===== src/rtl/hazard_pkg.sv =====
// hazard_pkg: shared types for the pipeline hazard sequencer.
//   opcode_e   - RV32I major opcodes seen by the decoder
//   fwd_sel_e  - EX operand source select (regfile / EX-MEM / MEM-WB)
//   hz_slot_t  - shadow record of one in-flight instruction
//   fwd_pick() - forwarding source for one EX source register
package hazard_pkg;

    typedef enum logic [6:0] {
        OP_LOAD   = 7'b0000011,
        OP_STORE  = 7'b0100011,
        OP_IMM    = 7'b0010011,
        OP_REG    = 7'b0110011,
        OP_BRANCH = 7'b1100011,
        OP_JAL    = 7'b1101111,
        OP_JALR   = 7'b1100111,
        OP_AUIPC  = 7'b0010111,
        OP_LUI    = 7'b0110111
    } opcode_e;

    typedef enum logic [1:0] {
        FWD_RF    = 2'd0,
        FWD_EXMEM = 2'd1,
        FWD_MEMWB = 2'd2
    } fwd_sel_e;

    typedef struct packed {
        logic       valid;
        logic       wr;
        logic       is_load;
        logic [4:0] rd;
        logic [4:0] rs1;
        logic [4:0] rs2;
    } hz_slot_t;

    localparam hz_slot_t SLOT_EMPTY = '0;

    // EX/MEM has the younger result, so it is tested first. x0 is never forwarded.
    function automatic fwd_sel_e fwd_pick(hz_slot_t mem_s, hz_slot_t wb_s, logic [4:0] rs);
        fwd_sel_e sel;
        sel = FWD_RF;
        if (rs != 5'd0) begin
            if (mem_s.valid && mem_s.wr && mem_s.rd == rs)
                sel = FWD_EXMEM;
            else if (wb_s.valid && wb_s.wr && wb_s.rd == rs)
                sel = FWD_MEMWB;
        end
        return sel;
    endfunction

endpackage


===== src/rtl/hazard_op_class.sv =====
// hazard_op_class: combinational opcode classifier.
//   opcode_i/rd_idx_i -> writes_rd_o (rd!=0 only), uses_rs1_o, uses_rs2_o, is_load_o.
//   Unknown opcodes classify as touching no registers.
module hazard_op_class
    import hazard_pkg::*;
(
    input  logic [6:0] opcode_i,
    input  logic [4:0] rd_idx_i,
    output logic       writes_rd_o,
    output logic       uses_rs1_o,
    output logic       uses_rs2_o,
    output logic       is_load_o
);

    logic wr_fmt;

    always_comb begin
        wr_fmt     = 1'b0;
        uses_rs1_o = 1'b0;
        uses_rs2_o = 1'b0;
        is_load_o  = 1'b0;
        case (opcode_i)
            OP_LOAD:   begin wr_fmt = 1'b1; uses_rs1_o = 1'b1; is_load_o = 1'b1; end
            OP_STORE:  begin uses_rs1_o = 1'b1; uses_rs2_o = 1'b1; end
            OP_IMM:    begin wr_fmt = 1'b1; uses_rs1_o = 1'b1; end
            OP_REG:    begin wr_fmt = 1'b1; uses_rs1_o = 1'b1; uses_rs2_o = 1'b1; end
            OP_BRANCH: begin uses_rs1_o = 1'b1; uses_rs2_o = 1'b1; end
            OP_JAL:    wr_fmt = 1'b1;
            OP_JALR:   begin wr_fmt = 1'b1; uses_rs1_o = 1'b1; end
            OP_AUIPC:  wr_fmt = 1'b1;
            OP_LUI:    wr_fmt = 1'b1;
            default:   ;
        endcase
    end

    assign writes_rd_o = wr_fmt && (rd_idx_i != 5'd0);

endmodule


===== src/rtl/hazard_ctrl.sv =====
// hazard_ctrl: stall/flush/bubble sequencer and forwarding select for a
// 5-stage RV32I pipe, plus saturating stall/flush perf counters.
//   in : id_valid_i, id_opcode_i, id_rs1/rs2/rd_idx_i, ex_redirect_i, mem_busy_i
//   out: if_stall_o, id_stall_o, id_flush_o, ex_bubble_o,
//        fwd_rs1_sel_o, fwd_rs2_sel_o, stall_cnt_o, flush_cnt_o
// Priority: mem_busy > ex_redirect > load-use > normal.
module hazard_ctrl
    import hazard_pkg::*;
#(
    parameter int CNT_W = 32
) (
    input  logic             clk_i,
    input  logic             rst_i,
    input  logic             id_valid_i,
    input  logic [6:0]       id_opcode_i,
    input  logic [4:0]       id_rs1_idx_i,
    input  logic [4:0]       id_rs2_idx_i,
    input  logic [4:0]       id_rd_idx_i,
    input  logic             ex_redirect_i,
    input  logic             mem_busy_i,
    output logic             if_stall_o,
    output logic             id_stall_o,
    output logic             id_flush_o,
    output logic             ex_bubble_o,
    output logic [1:0]       fwd_rs1_sel_o,
    output logic [1:0]       fwd_rs2_sel_o,
    output logic [CNT_W-1:0] stall_cnt_o,
    output logic [CNT_W-1:0] flush_cnt_o
);

    hz_slot_t ex_q, mem_q, wb_q;
    hz_slot_t ex_d, mem_d, wb_d, id_slot;
    logic [CNT_W-1:0] stall_cnt_q, flush_cnt_q;

    logic writes_rd, uses_rs1, uses_rs2, is_load;
    logic load_use;
    logic stall, flush, bubble;

    hazard_op_class u_cls (
        .opcode_i    (id_opcode_i),
        .rd_idx_i    (id_rd_idx_i),
        .writes_rd_o (writes_rd),
        .uses_rs1_o  (uses_rs1),
        .uses_rs2_o  (uses_rs2),
        .is_load_o   (is_load)
    );

    // An invalid ID instruction enters EX as an all-zero slot, so its
    // stale register fields can never trigger forwarding.
    always_comb begin
        id_slot = SLOT_EMPTY;
        if (id_valid_i) begin
            id_slot.valid   = 1'b1;
            id_slot.wr      = writes_rd;
            id_slot.is_load = is_load;
            id_slot.rd      = id_rd_idx_i;
            id_slot.rs1     = id_rs1_idx_i;
            id_slot.rs2     = id_rs2_idx_i;
        end
    end

    assign load_use = id_valid_i && ex_q.valid && ex_q.is_load && ex_q.wr &&
                      ((uses_rs1 && id_rs1_idx_i == ex_q.rd) ||
                       (uses_rs2 && id_rs2_idx_i == ex_q.rd));

    always_comb begin
        stall  = 1'b0;
        flush  = 1'b0;
        bubble = 1'b0;
        ex_d   = id_slot;
        mem_d  = ex_q;
        wb_d   = mem_q;
        if (mem_busy_i) begin
            stall = 1'b1;
            ex_d  = ex_q;
            mem_d = mem_q;
            wb_d  = wb_q;
        end else if (ex_redirect_i) begin
            // Squashing the ID instruction also discards any load-use hazard it had.
            flush  = 1'b1;
            bubble = 1'b1;
            ex_d   = SLOT_EMPTY;
        end else if (load_use) begin
            stall  = 1'b1;
            bubble = 1'b1;
            ex_d   = SLOT_EMPTY;
        end
    end

    // Controls are forced low during reset even though the slots are already empty,
    // because mem_busy_i/ex_redirect_i may still be asserted by the neighbours.
    assign if_stall_o    = stall  && !rst_i;
    assign id_stall_o    = stall  && !rst_i;
    assign id_flush_o    = flush  && !rst_i;
    assign ex_bubble_o   = bubble && !rst_i;
    assign fwd_rs1_sel_o = rst_i ? FWD_RF : fwd_pick(mem_q, wb_q, ex_q.rs1);
    assign fwd_rs2_sel_o = rst_i ? FWD_RF : fwd_pick(mem_q, wb_q, ex_q.rs2);
    assign stall_cnt_o   = stall_cnt_q;
    assign flush_cnt_o   = flush_cnt_q;

    always_ff @(posedge clk_i or posedge rst_i) begin
        if (rst_i) begin
            ex_q        <= SLOT_EMPTY;
            mem_q       <= SLOT_EMPTY;
            wb_q        <= SLOT_EMPTY;
            stall_cnt_q <= '0;
            flush_cnt_q <= '0;
        end else begin
            ex_q  <= ex_d;
            mem_q <= mem_d;
            wb_q  <= wb_d;
            if (if_stall_o && stall_cnt_q != '1) stall_cnt_q <= stall_cnt_q + 1'b1;
            if (id_flush_o && flush_cnt_q != '1) flush_cnt_q <= flush_cnt_q + 1'b1;
        end
    end

endmodule


===== config.mk =====
export PLATFORM = sky130hd
export DESIGN_NAME = hazard_ctrl
export DESIGN_NICKNAME = d
export VERILOG_FILES = /design/src/rtl/hazard_pkg.sv /design/src/rtl/hazard_op_class.sv /design/src/rtl/hazard_ctrl.sv
export SDC_FILE = /design/constraint.sdc
export NUM_CORES = 1
export LEC_CHECK = 0
export CAP_MARGIN = 10
export CORE_MARGIN = 8
export CORE_UTILIZATION = 46
export CTS_CLUSTER_SIZE = 8
export DETAILED_ROUTE_END_ITERATION = 7
export GPL_TIMING_DRIVEN = 1
export PLACE_DENSITY_LB_ADDON = 0.05
export SKIP_CTS_REPAIR_TIMING = 1
export SLEW_MARGIN = 20
export SYNTH_ARGS = -nofsm -noshare
export SYNTH_HDL_FRONTEND = slang
export SYNTH_HIERARCHICAL = 1
export SYNTH_SLANG_ARGS = --single-unit

===== constraint.sdc =====
create_clock -name clk_i -period 4.8 [get_ports clk_i]
set_input_delay 0.96 -clock clk_i [delete_from_list [all_inputs] [get_ports clk_i]]
set_output_delay 0.96 -clock clk_i [all_outputs]
set_load 0.02 [all_outputs]

# Yosys cells after proc, flatten, opt, wreduce, memory -nomap -nowiden
# Index checks and enable logic that the tools add are counted.
# classes
addsub	2
n_mul	0
n_div	0
order_cmp	0
n_eq_ne	17
shifts	0
n_mux	22
bitwise	0
reduce_logical	26
# ops
operator	n
$add A32 B1 Y32 const B	2
$ne A32 B32 Y1 const B	2
$mux W18	3
$eq A5 B5 Y1	6
$eq A7 B6 Y1 const B	3
$eq A7 B7 Y1 const B	3
$logic_and A1 B1 Y1	18
$mux W2	8
$reduce_bool A5 Y1	3
$eq A7 B5 Y1 const B	2
$mux W1	11
$eq A7 B2 Y1 const B	1
$reduce_or A7 Y1	1
$reduce_or A6 Y1	1
$reduce_or A3 Y1	1
$logic_not A1 Y1	1
$logic_or A1 B1 Y1	1
# word_totals
regBits	96
latch_bits	0
mem_bits_rw	0
rom_bits	0
inputBits	27
output_inout_bits	72
wordCells	81
memories	0

# Logic depth before layout (Yosys ltp)
# Gate-level depths: netlist (run 1).
# depth
word_depth	11
ltp_mapped	9
depth_no_buf	7

# Hierarchy
# The synthesis (run 1) kept the hierarchy.
# by_module_without_submodules
mod	n_inst	cells_per_inst	area_per_inst_um2	seq_area_each_um2
hazard_ctrl	1	416	4619.4	2402.3
hazard_op_class	1	15	105.1	0.0

# Least setup slack after synthesis (run 1)
# No wires, ideal clock.
# synth_timing
path_kind	input to output
from	in rst_i
to	out if_stall_o
arrival_time_ps	4070
required_ps	3840
path_slack_ps	-230
path_stages	5
n_path_buf	1
cell_sequence	inv_1 nand3_1 o32ai_1 or2_2 buf_4
# synth_between
elab_chain_cells	2
# synth_rtl
item	line_no	text
start, declared	hazard_ctrl.sv:13	input logic rst_i,
$logic_not A1 Y1 (no line)	--	
$logic_and A1 B1 Y1	--	
end, declared	hazard_ctrl.sv:21	output logic if_stall_o,
# No other way between the ends.

# Worst setup path after layout (run 1)
# layout_timing
from	in id_opcode_i[6]
to	out if_stall_o
# layout_between
elab_chain_cells	10
elab_cells_between_ends	18
cone_classes	eq/ne (6); mux (5); reduce/logical (7)
# layout_rtl
item	line_no	text
start, declared	hazard_ctrl.sv:15	input logic [6:0] id_opcode_i,
$eq A7 B6 Y1, or another cell as far along	hazard_op_class.sv:22	case (opcode_i)
$reduce_or A6 Y1 (no line) *	--	
$mux W1 *	hazard_op_class.sv:22	
net uses_rs1	hazard_ctrl.sv:35	logic writes_rd, uses_rs1, uses_rs2, is_load;
$logic_and A1 B1 Y1 *	hazard_ctrl.sv:63	((uses_rs1 && id_rs1_idx_i == ex_q.rd) ||
$logic_or A1 B1 Y1 *	hazard_ctrl.sv:63	
$logic_and A1 B1 Y1 *	hazard_ctrl.sv:62	assign load_use = id_valid_i && ex_q.valid && ex_q.is_load && ex_q.wr &&
$mux W1 *	hazard_ctrl.sv:83	end else if (load_use) begin
$mux W1 *	hazard_ctrl.sv:78	end else if (ex_redirect_i) begin
$mux W1 *	hazard_ctrl.sv:73	if (mem_busy_i) begin
$logic_and A1 B1 Y1 *	hazard_ctrl.sv:92	assign if_stall_o = stall && !rst_i;
# The timed path passes the listed nets; every way through them passes the cells marked *.

==> results of run 1 <==
## worst register-to-register path, cell delays in order (launching register included)
cell     delay [ns]
dfrtp_1        0.45
ha_1           0.18
and2_1         0.41
nand2_1        0.13
or4_4          0.54
o21ai_2        0.10
buf_4          0.33
mux2_1         0.36
## cell families after synthesis
group	after synthesis	synth area share
AOI/OAI and AO/OA	34	0.0580
xor gates and xnor gates	90	0.167
adders and majority gates	2	0.00530
DFF	96	0.508
muxes	17	0.0405
and+or+nand+nor	171	0.199
buffers and inverters	21	0.0222
## stage by stage
stage          setup slack (ns)  cells  hold slack, ns  power, W
2_1_floorplan             0.556    431           0.464   0.00116
3_3_place_gp              0.548    657           0.479   0.00132
3_5_place_dp              0.517    657           0.480   0.00133
4_1_cts                   0.507    673           0.498   0.00188
5_1_grt                   0.345    673           0.516   0.00194
6_report                  0.505    673           0.495   0.00185
## cell usage after synthesis (4+ instances only)
master / instances / area, µm²
a22o_1: 17 / 149
xor2_1: 47 / 412
nand4_1: 23 / 144
mux2_2: 16 / 180
nor2_1: 24 / 90.1
inv_1: 8 / 30.0
nor4_1: 9 / 56.3
and2_1: 6 / 37.5
dfrtp_1: 96 / 2400
and4_1: 7 / 61.3
or4_1: 5 / 37.5
xnor2_1: 43 / 377
clkbuf_1: 6 / 22.5
nand3_1: 20 / 100
o2111ai_1: 5 / 43.8
and3_1: 9 / 56.3
nor3_1: 21 / 105
nand2_1: 34 / 128
o21ai_0: 4 / 20.0
## worst min-delay path by stage
stage / end / slack [ns]
after floorplan: ex_q[17] / 0.46
after global placement: flush_cnt_o[27] / 0.48
after detailed placement: stall_cnt_o[22] / 0.48
after CTS: stall_cnt_o[22] / 0.50
after global routing: flush_cnt_o[4] / 0.52
final: flush_cnt_o[11] / 0.50
## metal layers
metal  wire, µm  track usage  up-vias
met5          0            0        -
met4        148       0.0535        0
met3        685       0.0614       14
met2       5460        0.275       83
met1       5060        0.207     1743
li1           -            -     1742
## registers in the layout (all words and copies together), names as in the netlist
register     flops
flush_cnt_o     32
ex_q            18
wb_q             7
mem_q            7
stall_cnt_o     32
## layout make-up
cell class,instances,share of cell area
sequential,96,0.397
multi-input combinational,314,0.367
timing repair buffer,103,0.168
tap,136,0.0281
clock buffer,10,0.0228
clock inverter,6,0.0114
inverter,8,0.00559
## power by group through the flow
stage | Sequential, W | Clock (W) | Combinational [W]
5_1_grt | 0.000970 | 0.000592 | 0.000382
2_1_floorplan | 0.00101 | 0 | 0.000151
6_report | 0.000957 | 0.000542 | 0.000352
4_1_cts | 0.000958 | 0.000563 | 0.000359
3_5_place_dp | 0.000974 | 0 | 0.000358
3_3_place_gp | 0.000972 | 0 | 0.000351
## layout by cell type (no fill, tap or decap), types with 2 or more instances in the layout
cell type        instances
xnor2_1                 43
nand3_1                 20
and2_1                   6
nor4_1                   9
clkbuf_8                10
nand4_1                 23
buf_4                    5
nor3b_1                  2
a21oi_1                  2
clkdlybuf4s50_1         98
nor2_1                  24
dfrtp_1                 96
nand2b_1                 2
and4_1                   7
xor2_1                  47
o2111ai_1                5
a22o_1                  17
nand2_1                 34
inv_1                    7
and3_1                   9
ha_1                     2
clkinvlp_4               5
nor3_1                  21
mux2_2                  16
or4_1                    5
o21ai_0                  4
==> flow_summary.yaml, run 1 <==
synth:
  ys_types: 42
  netlist_area_um2: 4720
  synth-seq-area-share: 0.508
  synth_fp_nets: 460
  synth-edff-count: 0
  synth_warnings: 6
  synthArstFlopShare: 1.00
  synth_ff_type: "dfrtp_1"
  synthCells: 431
  ys_ff_latch: 96
  avgSynthCellArea_um2: 11.0
final_layout:
  multiInputGateArea_um2: 2220
  syn2layout_area_growth_pct: 28.0
  finalNetCount: 561
  utilization: 0.597
  fillers: 904
  drive_gt1_frac: 0.0819
  antennaDiodeCount: 0
  regArea_um2: 2400
  stdcell_area_um2: 6050
floorplan:
  dieHeight_um: 117
  start_util: 0.466
  io_pins: 99
  num_rows: 37
  die_area_um2: 13800
  die_x_um: 117
  core_region_area_um2: 10100
timing:
  slew_violations: 0
  fin_tns_setup_ns: 0
  fin_crit_sh: 0.895
  slew_headroom: 0.421
  setup_viol: 0
  max_slew.worst_pin.slew_ns: 0.868
  hold_viol_final: 0
  period_needed_ns: 4.29
  fin_skew_ns: 0.00961
  rsz0062_at_grt: "false"
  max_freq_ghz: 0.233
clocking:
  cts_tree: "done"
  h-tree-depth: 3
  clk_latency_ns: 0.37
  cts_root_buf: "clkbuf_8"
  clk_pin_slew_worst_paths_ns: 0.08
  clk_path_buf_depth: 2
  numCtsBuffers: 9
  cts.sink_count: 96
routing:
  vias: 3582
  drc: 0
  viasPerCell: 5.32
  wl_per_cell_um: 16.9
  drt_iter0_drc: 156
  wl_mm: 11.3
  ant_nets: 0
  drt_first_pass_iters: 4
setup_path:
  critPathLaunch: "id_opcode_i[6]"
  crit_buf_inv: 2
  timing.rr.end: "stall_cnt_o[1]"
  rr_worst_depth: 7
  rr_startpoint: "stall_cnt_o[0]"
  cp.arrival_ns: 3.33
  criticalPathCategory: "in -> out"
  cp.depth: 7
  path_max_fanout: 6
  cp.required_ns: 3.84
  critical_path.top_delay_family: "buffers and inverters"
  reg2reg_slack_ns: 2.19
  crit_top_cell: "clkdlybuf4s50_1"
  max_stage_delay_ns: 0.66
  slowest_stage: "clkdlybuf4s50_1"
  setup.worst_path.end: "if_stall_o"
  worstPathCellList: "clkdlybuf4s50_1 > and3b_1 > o2111a_1 > nand4_1 > o32ai_1 > or2_2 > clkdlybuf4s50_1"
  crit_path_end_kind: "primary output"
  start_kind: "input port"
min_path:
  hp-start: "flush_cnt_o[11]"
  holdPathStages: 1
  hold_path.class: "reg -> reg"
placement:
  gp_congestion: 0.844
  hpwl_mm: 8.42
  place_area_um2: 5840
  port_buffers: 98
grt:
  track_usage: 0.170
  grt_pass1_wl_mm: 19.3
  antenna_found_initial: 0
  overflow: 0
  grt_pass1_vias: 3789
  grt_max_degree: 70
power:
  cellLeakagePower_nw: 2.70
  pwr-share-clk: 0.293
  seq_power_share: 0.517
  power_frac_comb: 0.190
  ir_drop_mv: 0.178
  p_sw_w: 0.000553
  p_int_w: 0.00130
  power_density_nw_per_um2: 306
  swShare: 0.299
flow_run:
  drv_cap: 0
status:
  outcome: "finished clean"
Power figures use the tool's default switching activity.
==> inputs of run 2 (changes only) <==
--- a/config.mk
+++ b/config.mk
@@ -7,14 +7,13 @@
 export LEC_CHECK = 0
 export CAP_MARGIN = 10
 export CORE_MARGIN = 8
-export CORE_UTILIZATION = 46
+export CORE_UTILIZATION = 47
 export CTS_CLUSTER_SIZE = 8
 export DETAILED_ROUTE_END_ITERATION = 7
 export GPL_TIMING_DRIVEN = 1
-export PLACE_DENSITY_LB_ADDON = 0.05
+export PLACE_DENSITY = 0.77
 export SKIP_CTS_REPAIR_TIMING = 1
 export SLEW_MARGIN = 20
 export SYNTH_ARGS = -nofsm -noshare
 export SYNTH_HDL_FRONTEND = slang
-export SYNTH_HIERARCHICAL = 1
 export SYNTH_SLANG_ARGS = --single-unit
==> flow_summary.yaml, run 2 <==
setup_path:
  crit_buf_inv: 2
  critical_path.top_delay_family: "buffers and inverters"
  worstPathCellList: "clkdlybuf4s50_1 > nand2b_4 > a2111oi_4 > nand4_1 > a21oi_1 > a21oi_1 > nor3_1 > clkdlybuf4s50_1"
  reg2reg_slack_ns: 2.27
  criticalPathCategory: "in -> out"
  start_kind: "input port"
  path_max_fanout: 4
  rr_worst_depth: 6
  cp.required_ns: 3.84
  slowest_stage: "clkdlybuf4s50_1"
  crit_path_end_kind: "primary output"
  cp.arrival_ns: 3.32
  max_stage_delay_ns: 0.64
  timing.rr.end: "stall_cnt_o[28]"
  rr_startpoint: "ex_q[16]"
floorplan:
  die_x_um: 118
  num_rows: 37
  io_pins: 99
  start_util: 0.477
  dieHeight_um: 118
  core_region_area_um2: 10200
  die_area_um2: 13900
power:
  p_int_w: 0.00138
  ir_drop_mv: 0.214
  power_frac_comb: 0.169
  seq_power_share: 0.500
  p_sw_w: 0.000493
  pwr-share-clk: 0.332
  power_density_nw_per_um2: 302
  cellLeakagePower_nw: 2.70
  swShare: 0.262
clocking:
  cts_root_buf: "clkbuf_8"
  clk_latency_ns: 0.35
  cts_tree: "done"
  cts.sink_count: 96
  h-tree-depth: 3
  clk_path_buf_depth: 2
  numCtsBuffers: 9
  clk_pin_slew_worst_paths_ns: 0.09
final_layout:
  finalNetCount: 564
  stdcell_area_um2: 6220
  layout_commonest_cell: "clkdlybuf4s50_1"
  drive_gt1_frac: 0.0853
  layout_common_cells: "clkdlybuf4s50_1 (98), dfrtp_1 (96), xor2_1 (47)"
  syn2layout_area_growth_pct: 27.4
  antennaDiodeCount: 0
  fillers: 858
synth:
  synth-seq-area-share: 0.492
  synth_warnings: 0
  synthArstFlopShare: 1.00
  synth.largest_area_cell: "dfrtp_1"
  synth_fp_nets: 464
  synth.area.top_cells: "dfrtp_1 (49%), xor2_1 (8.4%), xnor2_1 (7.7%), mux2_2 (3.2%), a22o_1 (3.0%)"
  synth_ff_type: "dfrtp_1"
  netlist_area_um2: 4880
  synth-edff-count: 0
  yosysMostFrequentCell: "dfrtp_1"
  avgSynthCellArea_um2: 11.2
  ys_types: 50
  synth_commonest_cells: "dfrtp_1 (96), xor2_1 (47), xnor2_1 (43)"
  synthCells: 435
  ys_ff_latch: 96
  synth_top_area_frac: 0.492
flow_run:
  drv_cap: 0
placement:
  port_buffers: 98
  hpwl_mm: 8.57
  place_area_um2: 5980
  gp_congestion: 0.863
  pre_cts_ws_ns: 0.596
timing:
  period_needed_ns: 4.28
  hold_viol_final: 0
  slew_headroom: 0.505
  slew_violations: 0
  fin_crit_sh: 0.892
  fin_tns_setup_ns: 0
  fin_skew_ns: 0.00992
  max_freq_ghz: 0.234
  setup_ws_ns: 0.519
  setup_viol: 0
  max_slew.worst_pin.slew_ns: 0.743
  rsz0062_at_grt: "false"
routing:
  vias: 3687
  drt_first_pass_iters: 4
  wl_mm: 11.6
  drc: 0
  wl_per_cell_um: 17.2
  drt_iter0_drc: 181
  viasPerCell: 5.46
  ant_nets: 0
grt:
  antenna_found_initial: 0
  grt_pass1_wl_mm: 19.6
  grt_busiest_layer: "met2"
  grt_util_met2: 0.270
  track_usage: 0.168
  gr-usage-met3: 0.0489
  grt_max_degree: 84
  met1_usage: 0.216
  overflow: 0
  grt_pass1_vias: 3879
min_path:
  holdPathEnd: "stall_cnt_o[10]"
  holdPathStages: 1
  hold_path.class: "reg -> reg"
  hp-start: "stall_cnt_o[10]"
status:
  outcome: "finished clean"
## run 2: cell count changes after synthesis, moves of 3 or more
cell / delta
nor3b_1: +4
o2111ai_1: -5
nor2b_1: +3
and2_1: -4
and4bb_1: +4
nor4_1: -4
clkbuf_1: -3
or4_1: -3
buf_2: +3
nor4_2: +6
nand3b_1: +3
nand4b_1: +3
nand2_1: -5
nor2_1: -5
## run 2: how the worst max path moves through the flow
stage / startpoint / to / slack, ns / depth (start not counted)
6_report: id_opcode_i[5] / ex_bubble_o / 0.52 / 8
5_1_grt: id_rs2_idx_i[4] / ex_bubble_o / 0.38 / 8
4_1_cts: id_rs2_idx_i[4] / ex_bubble_o / 0.60 / 8
3_5_place_dp: id_opcode_i[5] / ex_bubble_o / 0.60 / 8
3_3_place_gp: id_rs2_idx_i[4] / ex_bubble_o / 0.65 / 8
2_1_floorplan: rst_i / fwd_rs2_sel_o[1] / 0.91 / 4
## run 2: cell families (layout without fill, tap and decap cells)
logic type               Yosys count  in the layout  synth area share
AO/OA/AOI/OAI                     34             34            0.0587
XOR/XNOR                          90             90             0.161
adder cells (fa/ha/maj)            2              2           0.00512
buffers and inverters             20            124            0.0238
flip-flops                        96             96             0.492
multiplexers                      16             16            0.0369
AND/OR/NAND/NOR                  177            177             0.222
## run 2: per-stage QoR
stage	total power [W]	utilization	cells	hold WS [ns]
finish	0.00188	0.608	675	0.492
global route	0.00197	0.608	675	0.511
CTS	0.00190	0.607	675	0.495
detailed placement	0.00127	0.584	660	0.479
global placement	0.00126	0.584	660	0.476
floorplan	0.00112	-	435	0.471
## run 2: area by class of cell
class | instances | area [µm²] | share of cell area
flip-flops and latches | 96 | 2400 | 0.386
multi-input cells | 319 | 2370 | 0.381
repair buffers | 102 | 1010 | 0.163
well taps | 136 | 170 | 0.0273
clock buffers | 12 | 145 | 0.0233
clock inverters | 3 | 90.1 | 0.0145
inverters | 7 | 30.0 | 0.00482
## run 2: routing by layer
layer | vias to the layer above | wire length, µm | part of all wire
li1 | 1761 | - | -
met1 | 1814 | 5160 | 0.44
met2 | 98 | 5540 | 0.48
met3 | 14 | 747 | 0.064
met4 | 0 | 166 | 0.014
met5 | - | 0 | 0
## run 2: power by group through the flow
stage | Clock [W] | Sequential, W | Combinational [W]
2_1_floorplan | 0 | 0.000983 | 0.000137
3_3_place_gp | 0 | 0.000951 | 0.000312
3_5_place_dp | 0 | 0.000955 | 0.000319
4_1_cts | 0.000639 | 0.000939 | 0.000321
5_1_grt | 0.000670 | 0.000949 | 0.000349
6_report | 0.000623 | 0.000938 | 0.000316
